File: config.mk
export PLATFORM = sky130hd
export DESIGN_NAME = fp_int_mac
export DESIGN_NICKNAME = d
export VERILOG_FILES = /design/src/rtl/fp_int_mac.sv
export SDC_FILE = /design/constraint.sdc
export NUM_CORES = 1
export LEC_CHECK = 0
export BUFFER_PORTS_ARGS = -buffer_cell sky130_fd_sc_hd__buf_2
export CORE_MARGIN = 1.5
export CORE_UTILIZATION = 23
export DETAILED_ROUTE_END_ITERATION = 12
export PLACE_DENSITY = 0.44
export SLEW_MARGIN = 20
export SYNTH_ARGS = -nofsm -noshare
export SYNTH_HDL_FRONTEND = slang
export SYNTH_SLANG_ARGS = --single-unit
File: constraint.sdc
create_clock -name clk -period 4.8 [get_ports clk]
set_input_delay 0.72 -clock clk [delete_from_list [all_inputs] [get_ports clk]]
set_output_delay 0.72 -clock clk [all_outputs]
set_load 0.01 [all_outputs]
File: src/rtl/fp_int_mac.sv
// fp_int_mac: FP16 activation x signed INT weight multiply-accumulate into a
// fixed-point accumulator aligned to a block exponent (exp_min).
// Sequence per operation: IDLE -> MUL (W_WIDTH cycles, serial shift-add)
// -> ALIGN (1 cycle) -> ACC (1 cycle, result and done registered).
// Optional feature macro: FP_INT_MAC_SAT_EN -- when defined, the ACC-stage
// addition saturates to the signed accumulator limits instead of wrapping.
module fp_int_mac #(
  parameter int ACT_WIDTH = 16,
  parameter int W_WIDTH   = 4,
  parameter int ACC_WIDTH = 32
) (
  input  logic                 clk,
  input  logic                 rst,
  input  logic                 start,
  input  logic [ACT_WIDTH-1:0] activation,
  input  logic [W_WIDTH-1:0]   weight,
  input  logic [4:0]           exp_min,
  input  logic [ACC_WIDTH-1:0] fixed_point_acc,
  output logic [4:0]           exp_out,
  output logic [ACC_WIDTH-1:0] fixed_point_out,
  output logic                 done
);

  localparam int FRAC_W = 10;
  localparam int MAN_W  = FRAC_W + 1;
  // Product of an unsigned 11-bit mantissa and a signed weight, with one
  // spare bit so negating the most negative product cannot overflow.
  localparam int PROD_W = MAN_W + W_WIDTH + 1;
  localparam int CNT_W  = (W_WIDTH > 1) ? $clog2(W_WIDTH) : 1;
  localparam logic [CNT_W-1:0] LAST_BIT = CNT_W'(W_WIDTH - 1);
  localparam logic [7:0] ACC_W8 = 8'(ACC_WIDTH);

  typedef enum logic [1:0] {IDLE, MUL, ALIGN, ACC} state_t;

  state_t                     state;
  logic [CNT_W-1:0]           cnt;
  logic signed [PROD_W-1:0]   mcand;
  logic signed [PROD_W-1:0]   prod;
  logic [W_WIDTH-1:0]         wbits;
  logic                       sign;
  logic                       inf_nan;
  logic [4:0]                 exp_eff;
  logic [4:0]                 exp_min_cap;
  logic signed [ACC_WIDTH-1:0] acc_in;
  logic signed [ACC_WIDTH-1:0] aligned;

  // Operand field decode (FP16 layout: sign, 5-bit exponent, 10-bit fraction)
  logic [4:0]       act_exp;
  logic [FRAC_W-1:0] act_frac;
  logic [MAN_W-1:0] act_man;
  logic [4:0]       act_exp_eff;

  // Datapath combinational values
  logic signed [PROD_W-1:0]    prod_signed;
  logic signed [ACC_WIDTH-1:0] prod_ext;
  logic signed [7:0]           shift_d;
  logic [7:0]                  shamt;
  logic signed [ACC_WIDTH-1:0] aligned_next;
  logic signed [ACC_WIDTH-1:0] sum_wrap;
  logic signed [ACC_WIDTH-1:0] sum_next;
  logic                        overflow;

  // Decode the raw activation; subnormals use an implicit 0 and exponent 1
  always_comb begin
    act_exp     = activation[ACT_WIDTH-2 -: 5];
    act_frac    = activation[FRAC_W-1:0];
    act_man     = {(act_exp != 5'd0), act_frac};
    act_exp_eff = (act_exp == 5'd0) ? 5'd1 : act_exp;
  end

  // Sign-apply, exponent alignment and accumulate for the ALIGN/ACC stages
  always_comb begin
    prod_signed = sign ? -prod : prod;
    prod_ext    = {{(ACC_WIDTH-PROD_W){prod_signed[PROD_W-1]}}, prod_signed};
    shift_d     = $signed({3'b000, exp_eff}) - $signed({3'b000, exp_min_cap});
    shamt       = shift_d[7] ? 8'(-shift_d) : 8'(shift_d);
    aligned_next = '0;
    if (inf_nan) begin
      aligned_next = '0;
    end else if (!shift_d[7]) begin
      if (shamt >= ACC_W8) aligned_next = '0;
      else                 aligned_next = prod_ext << shamt;
    end else begin
      if (shamt >= ACC_W8) aligned_next = {ACC_WIDTH{prod_ext[ACC_WIDTH-1]}};
      else                 aligned_next = prod_ext >>> shamt;
    end

    sum_wrap = acc_in + aligned;
    overflow = (acc_in[ACC_WIDTH-1] == aligned[ACC_WIDTH-1]) &&
               (sum_wrap[ACC_WIDTH-1] != acc_in[ACC_WIDTH-1]);
`ifdef FP_INT_MAC_SAT_EN
    if (overflow)
      sum_next = acc_in[ACC_WIDTH-1] ? {1'b1, {(ACC_WIDTH-1){1'b0}}}
                                     : {1'b0, {(ACC_WIDTH-1){1'b1}}};
    else
      sum_next = sum_wrap;
`else
    sum_next = sum_wrap;
`endif
  end

  // Control FSM, serial multiplier and registered outputs
  always_ff @(posedge clk or negedge rst) begin
    if (!rst) begin
      state           <= IDLE;
      cnt             <= '0;
      mcand           <= '0;
      prod            <= '0;
      wbits           <= '0;
      sign            <= 1'b0;
      inf_nan         <= 1'b0;
      exp_eff         <= '0;
      exp_min_cap     <= '0;
      acc_in          <= '0;
      aligned         <= '0;
      exp_out         <= '0;
      fixed_point_out <= '0;
      done            <= 1'b0;
    end else begin
      done <= 1'b0;
      case (state)
        IDLE: begin
          if (start) begin
            mcand       <= PROD_W'(act_man);
            prod        <= '0;
            wbits       <= weight;
            cnt         <= '0;
            sign        <= activation[ACT_WIDTH-1];
            inf_nan     <= (act_exp == 5'd31);
            exp_eff     <= act_exp_eff;
            exp_min_cap <= exp_min;
            acc_in      <= fixed_point_acc;
            state       <= MUL;
          end
        end
        MUL: begin
          // LSB-first; the weight MSB carries negative weight
          if (wbits[0]) begin
            if (cnt == LAST_BIT) prod <= prod - mcand;
            else                 prod <= prod + mcand;
          end
          mcand <= mcand <<< 1;
          wbits <= wbits >> 1;
          cnt   <= cnt + 1'b1;
          if (cnt == LAST_BIT) state <= ALIGN;
        end
        ALIGN: begin
          aligned <= aligned_next;
          state   <= ACC;
        end
        ACC: begin
          fixed_point_out <= sum_next;
          exp_out         <= exp_min_cap;
          done            <= 1'b1;
          state           <= IDLE;
        end
        default: state <= IDLE;
      endcase
    end
  end

endmodule

# Yosys cells after proc, flatten, opt, wreduce, memory -nomap -nowiden
# Cells that the tools add are included.
totals:
  wordCells: 61
  regBits: 154
  latch_bits: 0
  in_bits: 60
  mem_bits_ro: 0
  ram_bits: 0
  n_memories: 0
classes:
  n_eq_ne: 8
  bitwise_logic: 0
  n_reduce_logical: 8
  n_mux: 21
  n_shift: 2
  n_lt_le_gt_ge: 1
  n_addsub: 7
  n_mul: 0
  div: 0
ops:
  columns: ["operator", "n"]
  rows:
  - ["$mux W32", 4]
  - ["$mux W16", 5]
  - ["$pmux W16 S2", 2]
  - ["$add A32 B32 Y32", 1]
  - ["$shl A32 B8 Y32", 1]
  - ["$sshr A16 B8 Y32", 1]
  - ["$add A16 B16 Y16", 1]
  - ["$neg A16 Y16", 1]
  - ["$sub A16 B16 Y16", 1]
  - ["$ge A8 B6 Y1 const B", 1]
  - ["$mux W8", 1]
  - ["$neg A6 Y8", 1]
  - ["$pmux W2 S4", 1]
  - ["$pmux W4 S2", 1]
  - ["$eq A2 B2 Y1 const B", 3]
  - ["$mux W2", 3]
  - ["$ne A2 B2 Y1 const B", 3]
  - ["$reduce_and A2 Y1", 3]
  - ["$sub A5 B5 Y6", 1]
  - ["$eq A5 B5 Y1 const B", 1]
  - ["$logic_not A5 Y1", 1]
  - ["$mux W5", 1]
  - ["$reduce_bool A5 Y1", 1]
  - ["$mux W4", 1]
  - ["7 further kinds", 7]

# Longest topological paths before layout
# Gate-level depths: netlist of the first run.
depth:
  word_depth: 7
  depth_mapped: 16
  mapped_depth_nobuf: 15

# Worst setup path after synthesis of the first run
# OpenSTA, ideal clock, no wires.
synth_path:
  kind: "flip-flop to flip-flop"
  startpoint: "register exp_eff[0]"
  endpoint: "register aligned[21]"
  setup_ns: 0.139
  path_stages_with_launch: 16
  t_arrival_ns: 3.601
  period_less_slack_ns: 3.739
  setup_slack_ns: 1.061
  path_cell_list: "dfrtp_1 > inv_1 > ha_1 > inv_1 > fa_1 > inv_1 > ha_1 > inv_1 > o311ai_0 > a211o_1 > buf_2 > buf_1 > buf_1 > o21ai_0 > a2111oi_0 > a21oi_1"
synth_between:
  elab_chain_len: 7
  word_cells_on_any_way: 10
synth_rtl:
  columns: ["item", "line_no", "source"]
  rows:
  - ["from (decl)", "42", "logic [4:0] exp_eff;"]
  - ["from (signal assigned)", "130", "exp_eff <= act_exp_eff;"]
  - ["$sub A5 B5 Y6 (*)", "75", "shift_d = $signed({3'b000, exp_eff}) - $signed({3'b000, exp_min_cap});"]
  - ["$neg A6 Y8", "76", "shamt = shift_d[7] ? 8'(-shift_d) : 8'(shift_d);"]
  - ["$mux W8", "76", null]
  - ["$shl A32 B8 Y32, or another cell as far along", "82", "else aligned_next = prod_ext << shamt;"]
  - ["$mux W32 (on tied branches)", "81, 84", null]
  - ["$mux W32 (*)", "80", "end else if (!shift_d[7]) begin"]
  - ["$mux W32 (*)", "78", "if (inf_nan) begin"]
  - ["to (signal assigned)", "148", "aligned <= aligned_next;"]
  - ["to (decl)", "45", "logic signed [ACC_WIDTH-1:0] aligned;"]
# Mark *: on every way between the ends. The rest lies on a longest branch, timed or not.
# A chain may end at the register's enable or synchronous reset.

# Final worst setup path of the first run
layout_path:
  startpoint: "register exp_eff[0]"
  endpoint: "register aligned[1]"
# Same word-level chain as after synthesis.

==> run metrics, run 1 <==
largest net degree at the start of global routing=105; arrival time worst endpoint=4.76 ns; Slew Limit Fails=0; post-synth top area share=33.5%; CTS Buf Count=17; clock latency on the worst-skew pair=0.49 ns; crit end category=flop; Syn Inst Count=1283; vias in the first global route=9974; Initial Util=23.4%; initial antenna violation count=0; CTS Buffer Depth=2; Syn Nets=1406; Area growth syn-to-layout=16.9%; crit-path max FO=31; CTS Hold Bufs=0; DRC=0; Ports=98; status=completed; DR WL/cell=18.1 um; period utilisation layout=91.1%; post-CTS resize count=0; Highest Clock Rate=0.229 GHz; post-synth top area cell=dfrtp_1; synth cell count leaders=154 x dfrtp_1, 117 x nand2_1, 81 x a21oi_1, 80 x o21ai_0, 77 x nor2_1; number of flops mapped to enable cells by yosys=0; max-cap viol count=0; NumNets Final=1487; layout cells sized above 1=19.1%; Synth cell types=78; met2 Track Usage GR=23.1%; DR pass1 iterations=8; CP Data Required Time=5.19 ns; Post-Route WL=37.0 mm; Core Area=49200 sq um; final-layout fill cell count=5273; Startpoint Class=flop; synth warn=0; met1 GRT Util=19.3%; CTS sink count=154; CTS Root Cell=clkbuf_16; Worst slew margin=29.9%; Final Critical Period=4.37 ns; sequential-to-total area share from yosys stat=33.5%; first-pass GRT wire length=57.7 mm; drt initial violations=841; H-tree levels=4; flops & latches, synth=154; Die H=227 um; multi-input logic area=7250 sq um; Final Hold Fails=0; Hold Path Class=primary input to async pin; global route hottest layer=met2; main flop type after synthesis=dfrtp_1; setup TNS=0 ns; clock slew at reported path FFs=0.07 ns; die area=51400 sq um; total gr overflow=0; routability cong.=0.887; actual slew at the worst max-slew pin=1.04 ns; Synth Cell Area=11500 sq um; vias per inst=5.08; ys async rst share=100%; RSZ-0062 raised after global routing=false; post-detail-place hpwl=27.4 mm; Port Buf Inserts=97; Final setup violation count=0; met3 Track Usage GR=3.46%; Die Wd=227 um; top cells by area, synth=dfrtp_1 33%, mux2_2 6.6%, ha_1 6.5%; post-CTS setup buffer count=0; area taken by flip-flops and latches=3850 sq um; GRT Total Usage=14.7%; Rows=81; DRT antenna net count=0; top-count cell post-synth=dfrtp_1; DR vias=10400; Syn Area/Cell=8.98 sq um; Crit Path Class=flop to flop; CTS tree=built; clock skew=0.0139 ns
==> sequential cells by signal, indices dropped and copies added (netlist names) <==
name / flops
acc_in: 32
aligned: 32
cnt: 2
done: 1
exp_eff: 5
exp_min_cap: 5
exp_out: 5
fixed_point_out: 32
inf_nan: 1
mcand: 16
prod: 16
sign: 1
state: 2
wbits: 4
==> routing by layer <==
| metal | wire length [um] | vias to the layer above |
|---|---|---|
| li1 | - | 4998 |
| met5 | 0 | - |
| met4 | 1010 | 0 |
| met1 | 17200 | 5004 |
| met2 | 16900 | 297 |
| met3 | 1820 | 63 |
==> cells by family after synthesis <==
group | after synthesis | share of synthesized area [%]
AO/OA/AOI/OAI | 423 | 25.5
multiplexers | 108 | 10.7
buffers and inverters | 117 | 3.90
adder cells (fa/ha/maj) | 63 | 7.04
flip-flops | 154 | 33.5
AND/OR/NAND/NOR | 359 | 15.0
XOR/XNOR | 59 | 4.49
==> path summary, 6_finish.rpt <==
kind                                     from                 end  slack, ns  cells past startpoint
setup / recovery                   exp_eff[0]          aligned[1]       0.43                     15
hold / removal                            rst  fixed_point_out[6]       0.37                      1
setup reg to reg                   exp_eff[0]          aligned[1]       0.43                     15
hold reg to reg                       inf_nan             inf_nan       0.47                      2
max in group asynchronous                 rst             inf_nan       3.61                      2
min in group clk           fixed_point_acc[3]           acc_in[3]       0.46                      2
==> critical path, stage by stage (launching register included) <==
cell and delay (ns):
dfrtp_1 0.37, inv_1 0.06, ha_1 0.14, inv_1 0.06
fa_1 0.58, inv_1 0.06, ha_1 0.26, inv_1 0.07
o311ai_0 0.24, a211o_1 0.47, buf_12 0.24, nor3_1 0.59
nand2_1 0.23, o31ai_1 0.42, o311ai_1 0.22, o31ai_1 0.26
==> through the flow <==
step / std cells / instance area [sq um] / utilization [%] / worst slack (ns) / hold slack [ns]
5_1_grt: 2040 / 13500 / 27.4 / 0.232 / 0.421
4_1_cts: 2040 / 13400 / 27.4 / 0.456 / 0.399
3_3_place_gp: 2009 / 12900 / 26.2 / 0.531 / 0.461
2_1_floorplan: 1283 / 11500 / - / 1.06 / 0.424
6_report: 2041 / 13500 / 27.4 / 0.428 / 0.366
3_5_place_dp: 2009 / 12900 / 26.2 / 0.498 / 0.466
==> cell usage in the layout, fill, tap and decap left out, drive strengths merged, types with 9 or more instances in the layout <==
cell / instances
a21o: 25
ha: 60
nor2b: 17
dfrtp: 154
clkbuf: 22
xor2: 17
o21a: 9
nor2: 78
or3: 16
nand3: 33
mux2i: 35
a211o: 9
a211oi: 39
o31ai: 21
inv: 53
a21oi: 82
o21ai: 81
nand2: 117
o32ai: 9
and2: 13
mux2: 68
nand2b: 11
buf: 127
o211ai: 13
nor3: 34
a221o: 9
a31oi: 19
nor4: 9
xnor2: 42
==> layout make-up <==
class / count / share of cell area [%]
diodes: 1 / 0.0186
clock buffers: 21 / 3.42
clock inverters: 10 / 0.874
inverters: 51 / 1.42
multi-input cells: 1012 / 53.9
flip-flops and latches: 154 / 28.6
well taps: 664 / 6.17
repair buffers: 128 / 5.59
Power of run 1 is not shown: default switching activity piles up to over one toggle a cycle in this logic, so the estimate is an artifact.
==> inputs of run 2 (changes only) <==
--- a/config.mk
+++ b/config.mk
@@ -9,7 +9,7 @@
 export CORE_MARGIN = 1.5
 export CORE_UTILIZATION = 23
 export DETAILED_ROUTE_END_ITERATION = 12
-export PLACE_DENSITY = 0.44
+export PLACE_DENSITY = 0.46
 export SLEW_MARGIN = 20
 export SYNTH_ARGS = -nofsm -noshare
 export SYNTH_HDL_FRONTEND = slang
==> run metrics, run 2 (same netlist as run 1, synthesis figures left out) <==
post-CTS resize count=0 (unchanged); slowest cell on the critical path=fa_1; RSZ-0062 raised after global routing=false; commonest non-fill, non-tap cell in the layout=dfrtp_1; clock slew at reported path FFs=0.07 ns (about the same); most frequent cells in the layout=154 x dfrtp_1, 116 x nand2_1, 96 x buf_2; number of buffers and inverters on the critical path=6 (+1); CTS tree=built; Port Buf Inserts=97 (unchanged); crit end category=flop; routability cong.=0.885 (-0.27%); CTS Root Cell=clkbuf_16; peak per-stage delay on the critical path=0.58 ns (about the same); non-filler cells, final=2041 (unchanged); Die H=227 um (unchanged); worst slack, placed=0.692 ns (+0.193 ns); Worst R2R Path Depth=16 (+1); Final Critical Period=4.19 ns (-0.178 ns); CTS Hold Bufs=0 (unchanged); Initial Util=23.4% (unchanged); first-pass GRT wire length=57.2 mm (-0.92%); worst setup margin=0.606 ns (+0.178 ns); Final Hold Fails=0 (unchanged); CP Data Required Time=5.16 ns (-0.03 ns); DRT antenna net count=0 (unchanged); Final setup violation count=0 (unchanged); H-tree levels=4 (unchanged); initial antenna violation count=1 (+1); crit-path max FO=15 (-52%); Startpoint Class=flop; Ports=98 (unchanged); Slew Limit Fails=0 (unchanged); status=completed; post-detail-place hpwl=27.0 mm (-1.6%); Core Area=49200 sq um (unchanged); total gr overflow=0 (unchanged); setup TNS=0 ns (unchanged); CTS Buffer Depth=2 (unchanged); dpl cells=2009 (unchanged); DR WL/cell=17.7 um (-2.2%); max-cap viol count=0 (unchanged); Rows=81 (unchanged); post-CTS setup buffer count=0 (unchanged); layout cells sized above 1=19.2% (+0.059 points); worst reg2reg startpoint=exp_eff[0]; DRC=0 (unchanged); CTS sink count=154 (unchanged); clock skew=0.0170 ns (+0.00310 ns); Post-Route WL=36.1 mm (-2.2%); Crit Path Class=flop to flop; largest net degree at the start of global routing=86 (-18%); drt initial violations=744 (-12%); Area growth syn-to-layout=17.0%; Hold Path Class=primary input to async pin; Worst Setup SP=exp_eff[0]; WP depth=16 (+1); # diodes=0 (-1); clock latency on the worst-skew pair=0.49 ns (about the same); DR pass1 iterations=4 (-4); Die Wd=227 um (unchanged); final-layout fill cell count=5264 (-0.17%); period utilisation layout=87.4% (-3.7 points); vias per inst=4.99 (-1.7%); top flop regs=acc_in (32), aligned (32), fixed_point_out (32); Highest Clock Rate=0.238 GHz (+4.2%); Cell Chain, Critical Path=inv_1 > ha_1 > inv_1 > fa_1 > inv_1 > ha_1 > inv_1 > o311ai_0 > buf_4 > a211o_1 > buf_4 > a211oi_1 > o31ai_1 > nand2_1 > a41oi_1 > o32ai_1; cell mode on critical path=inv_1; die area=51400 sq um (unchanged); NumNets Final=1487 (unchanged); vias in the first global route=9952 (-0.22%); DR vias=10200 (-1.7%); arrival time worst endpoint=4.55 ns (-0.21 ns); Crit path max-delay family=compound AO/OA/AOI/OAI gates; GRT Total Usage=14.5% (-0.24 points); Worst slew margin=30.0% (+0.067 points); CTS Buf Count=17 (unchanged); actual slew at the worst max-slew pin=1.04 ns (+0.00188 ns)
## run 2: area by class of cell
type	count	area (sq um)	area share, %
Clock buffer	20	457	3.39
Timing Repair Buffer	128	737	5.47
Inverter	51	191	1.42
Multi-Input combinational cell	1012	7240	53.8
Sequential cell	154	3850	28.6
Clock inverter	12	161	1.20
Tap cell	664	831	6.17
## run 2: routing by layer
layer / wire length, um / GRT usage, % / part of all wire (%)
met5: 13 / 0 / 0.036
met4: 971 / 6.28 / 2.7
met3: 1560 / 2.90 / 4.3
met2: 16300 / 22.6 / 45
met1: 17300 / 19.2 / 48
## run 2: through the flow
| stage | instance area, sq um | util (%) | hold slack (ns) |
|---|---|---|---|
| final | 13500 | 27.4 | 0.252 |
| after global routing | 13500 | 27.4 | 0.304 |
| after CTS | 13500 | 27.4 | 0.250 |
| after detailed placement | 12800 | 26.1 | 0.465 |
| after global placement | 12800 | 26.1 | 0.462 |
| after floorplan | 11500 | - | 0.424 |
## run 2: worst reg2reg max path, stage by stage (launching register included)
cell,delay [ns]
dfrtp_1,0.38
inv_1,0.06
ha_1,0.15
inv_1,0.05
fa_1,0.58
inv_1,0.07
ha_1,0.27
inv_1,0.05
o311ai_0,0.35
buf_4,0.20
a211o_1,0.32
buf_4,0.28
a211oi_1,0.09
o31ai_1,0.54
nand2_1,0.15
a41oi_1,0.42
o32ai_1,0.13
## run 2: path summary, 6_finish.rpt
| path | to | slack, ns |
|---|---|---|
| max | aligned[12] | 0.61 |
| max in group asynchronous | mcand[14] | 3.60 |
| min | acc_in[8] | 0.25 |
| min reg2reg | exp_eff[0] | 0.48 |
| min in group clk | acc_in[26] | 0.46 |
| max reg2reg | aligned[12] | 0.61 |
Power of run 2 is left out for the same reason.
==> inputs of run 3 (changes only) <==
--- a/config.mk
+++ b/config.mk
@@ -5,6 +5,7 @@
 export SDC_FILE = /design/constraint.sdc
 export NUM_CORES = 1
 export LEC_CHECK = 0
+export ABC_AREA = 1
 export BUFFER_PORTS_ARGS = -buffer_cell sky130_fd_sc_hd__buf_2
 export CORE_MARGIN = 1.5
 export CORE_UTILIZATION = 23
==> run metrics, run 3 <==
largest net degree at the start of global routing=115 (+34%); DRC=0 (unchanged); flops & latches, synth=154 (unchanged); # diodes=0 (unchanged); Hold Path Class=primary input to async pin; DR WL/cell=15.0 um (-15%); Final Critical Period=3.35 ns (-0.843 ns); synth cell count leaders=620 x nand2_1, 207 x nand3_1, 154 x dfrtp_1, 138 x inv_1, 87 x o21ai_0; initial antenna violation count=0 (-1); setup TNS=0 ns (unchanged); first-pass GRT wire length=58.4 mm (+2.0%); CTS sink count=154 (unchanged); clock slew at reported path FFs=0.07 ns (about the same); vias in the first global route=10900 (+9.3%); top cells by area, synth=dfrtp_1 34%, nand2_1 21%, nand3_1 9.2%; Rows=80 (-1.2%); crit end category=flop; layout cells sized above 1=11.0% (-8.2 points); post-detail-place hpwl=27.9 mm (+3.3%); CTS tree=built; synth warn=0 (unchanged); clock skew=0.0137 ns (-0.00338 ns); Syn Area/Cell=6.75 sq um (-25%); commonest non-fill, non-tap cell in the layout=nand2_1; GRT Total Usage=14.8% (+0.30 points); Crit Path Class=flop to flop; main flop type after synthesis=dfrtp_1; Slew Limit Fails=0 (unchanged); Final Hold Fails=0 (unchanged); Die Wd=224 um (-1.1%); die area=50300 sq um (-2.1%); routability cong.=0.897 (+1.4%); Synth cell types=48 (-38%); ys async rst share=100% (unchanged); Ports=98 (unchanged); Synth Cell Area=11300 sq um (-2.2%); arrival time worst endpoint=3.77 ns (-0.78 ns); crit-path max FO=28 (+13); H-tree levels=4 (unchanged); post-CTS setup buffer count=0 (unchanged); sequential-to-total area share from yosys stat=34.2% (+0.74 points); CTS Root Cell=clkbuf_16; max-cap viol count=0 (unchanged); CTS Buffer Depth=2 (unchanged); DR pass1 iterations=6 (+2); CTS Buf Count=17 (unchanged); period utilisation layout=69.8% (-18 points); Die H=224 um (-1.1%); Highest Clock Rate=0.298 GHz (+25%); Initial Util=23.5% (about the same); CP Data Required Time=5.22 ns (+0.06 ns); drt initial violations=762 (+2.4%); Core Area=48000 sq um (-2.3%); most frequent cells in the layout=620 x nand2_1, 207 x nand3_1, 154 x dfrtp_1; top flop regs=acc_in (32), aligned (32), fixed_point_out (32); status=completed; post-CTS resize count=0 (unchanged); Worst slew margin=33.3% (+3.3 points); post-synth top area share=34.2% (+0.74 points); Final setup violation count=0 (unchanged); clock latency on the worst-skew pair=0.48 ns (about the same); Worst R2R Path Depth=18 (+2); vias per inst=4.57 (-8.5%); Syn Nets=1791 (+27%); Port Buf Inserts=97 (unchanged); CTS Hold Bufs=0 (unchanged); number of flops mapped to enable cells by yosys=0 (unchanged); Syn Inst Count=1668 (+30%); Post-Route WL=35.6 mm (-1.4%); DRT antenna net count=0 (unchanged); RSZ-0062 raised after global routing=false; NumNets Final=1862 (+25%); Area growth syn-to-layout=15.0%; Startpoint Class=flop; DR vias=10800 (+6.2%); actual slew at the worst max-slew pin=1.00 ns (-0.0449 ns); final-layout fill cell count=5412 (+2.8%); post-synth top area cell=dfrtp_1; top-count cell post-synth=nand2_1; total gr overflow=0 (unchanged)
-- run 3: changes by cell type after synthesis, moves of 20 or more --
cell      delta
a211oi_1    -39
a21o_1      -23
clkbuf_1    -27
inv_1       +87
mux2_2      -68
mux2i_1     -35
nand2_1    +503
nand3_1    +174
nor3_1      -20
xnor2_1     -35
-- run 3: per-stage QoR --
step | utilization, % | hold slack (ns) | area [sq um] | cells | setup WS, ns
after CTS | 27.0 | 0.399 | 13000 | 2367 | 1.45
after global routing | 27.0 | 0.418 | 13000 | 2367 | 1.12
after detailed placement | 25.7 | 0.459 | 12300 | 2335 | 1.47
final | 27.0 | 0.368 | 13000 | 2367 | 1.45
after global placement | 25.7 | 0.459 | 12300 | 2335 | 1.47
after floorplan | - | 0.424 | 11300 | 1668 | 2.25
-- run 3: final timing paths --
kind / from / to / slack, ns
max: exp_eff[0] / aligned[28] / 1.45
min: rst / fixed_point_out[5] / 0.37
max reg2reg: exp_eff[0] / aligned[28] / 1.45
min reg2reg: wbits[3] / wbits[3] / 0.47
max in group asynchronous: rst / sign / 3.29
min in group clk: fixed_point_acc[22] / acc_in[22] / 0.43
-- run 3: final cells by class --
type                            instances  area [sq um]  share of cell area (%)
Tap cell                              615           769                    5.94
Sequential cell                       154          3850                    29.7
Timing Repair Buffer                  110           592                    4.57
Inverter                              155           587                    4.53
Clock inverter                         15           200                    1.55
Clock buffer                           17           425                    3.28
Multi-Input combinational cell       1301          6530                    50.4
-- run 3: logic make-up (layout without fill, tap and decap cells) --
logic type      count (synthesis)  in the layout  synth area share [%]
xor+xnor                       33             33                  2.57
buf+inv                       213            297                  7.86
flops                         154            154                  34.2
simple gates                  966            966                  36.3
compound gates                239            239                  11.9
fa+ha+maj                      63             63                  7.20
-- run 3: worst max-delay path: stages (launching register included) --
cell	delay [ns]
dfrtp_1	0.38
inv_1	0.06
ha_1	0.14
inv_1	0.07
fa_1	0.50
inv_1	0.07
ha_1	0.27
nand4_1	0.10
nand2_2	0.41
inv_4	0.22
nand2_1	0.11
nand2_1	0.08
o21ai_1	0.32
nand2_1	0.12
nand3_1	0.15
nand3_1	0.09
nand2_1	0.07
nand2_1	0.06
nand2_1	0.06
-- run 3: layer usage --
layer / global-route usage, % / share of wire (%) / up-vias
met1: 19.3 / 48 / 4953
met4: 6.00 / 2.8 / 0
li1: - / - / 5606
met5: 0 / 0 / -
met3: 2.94 / 3.6 / 47
met2: 23.9 / 46 / 211
Power of run 3 is left out for the same reason.
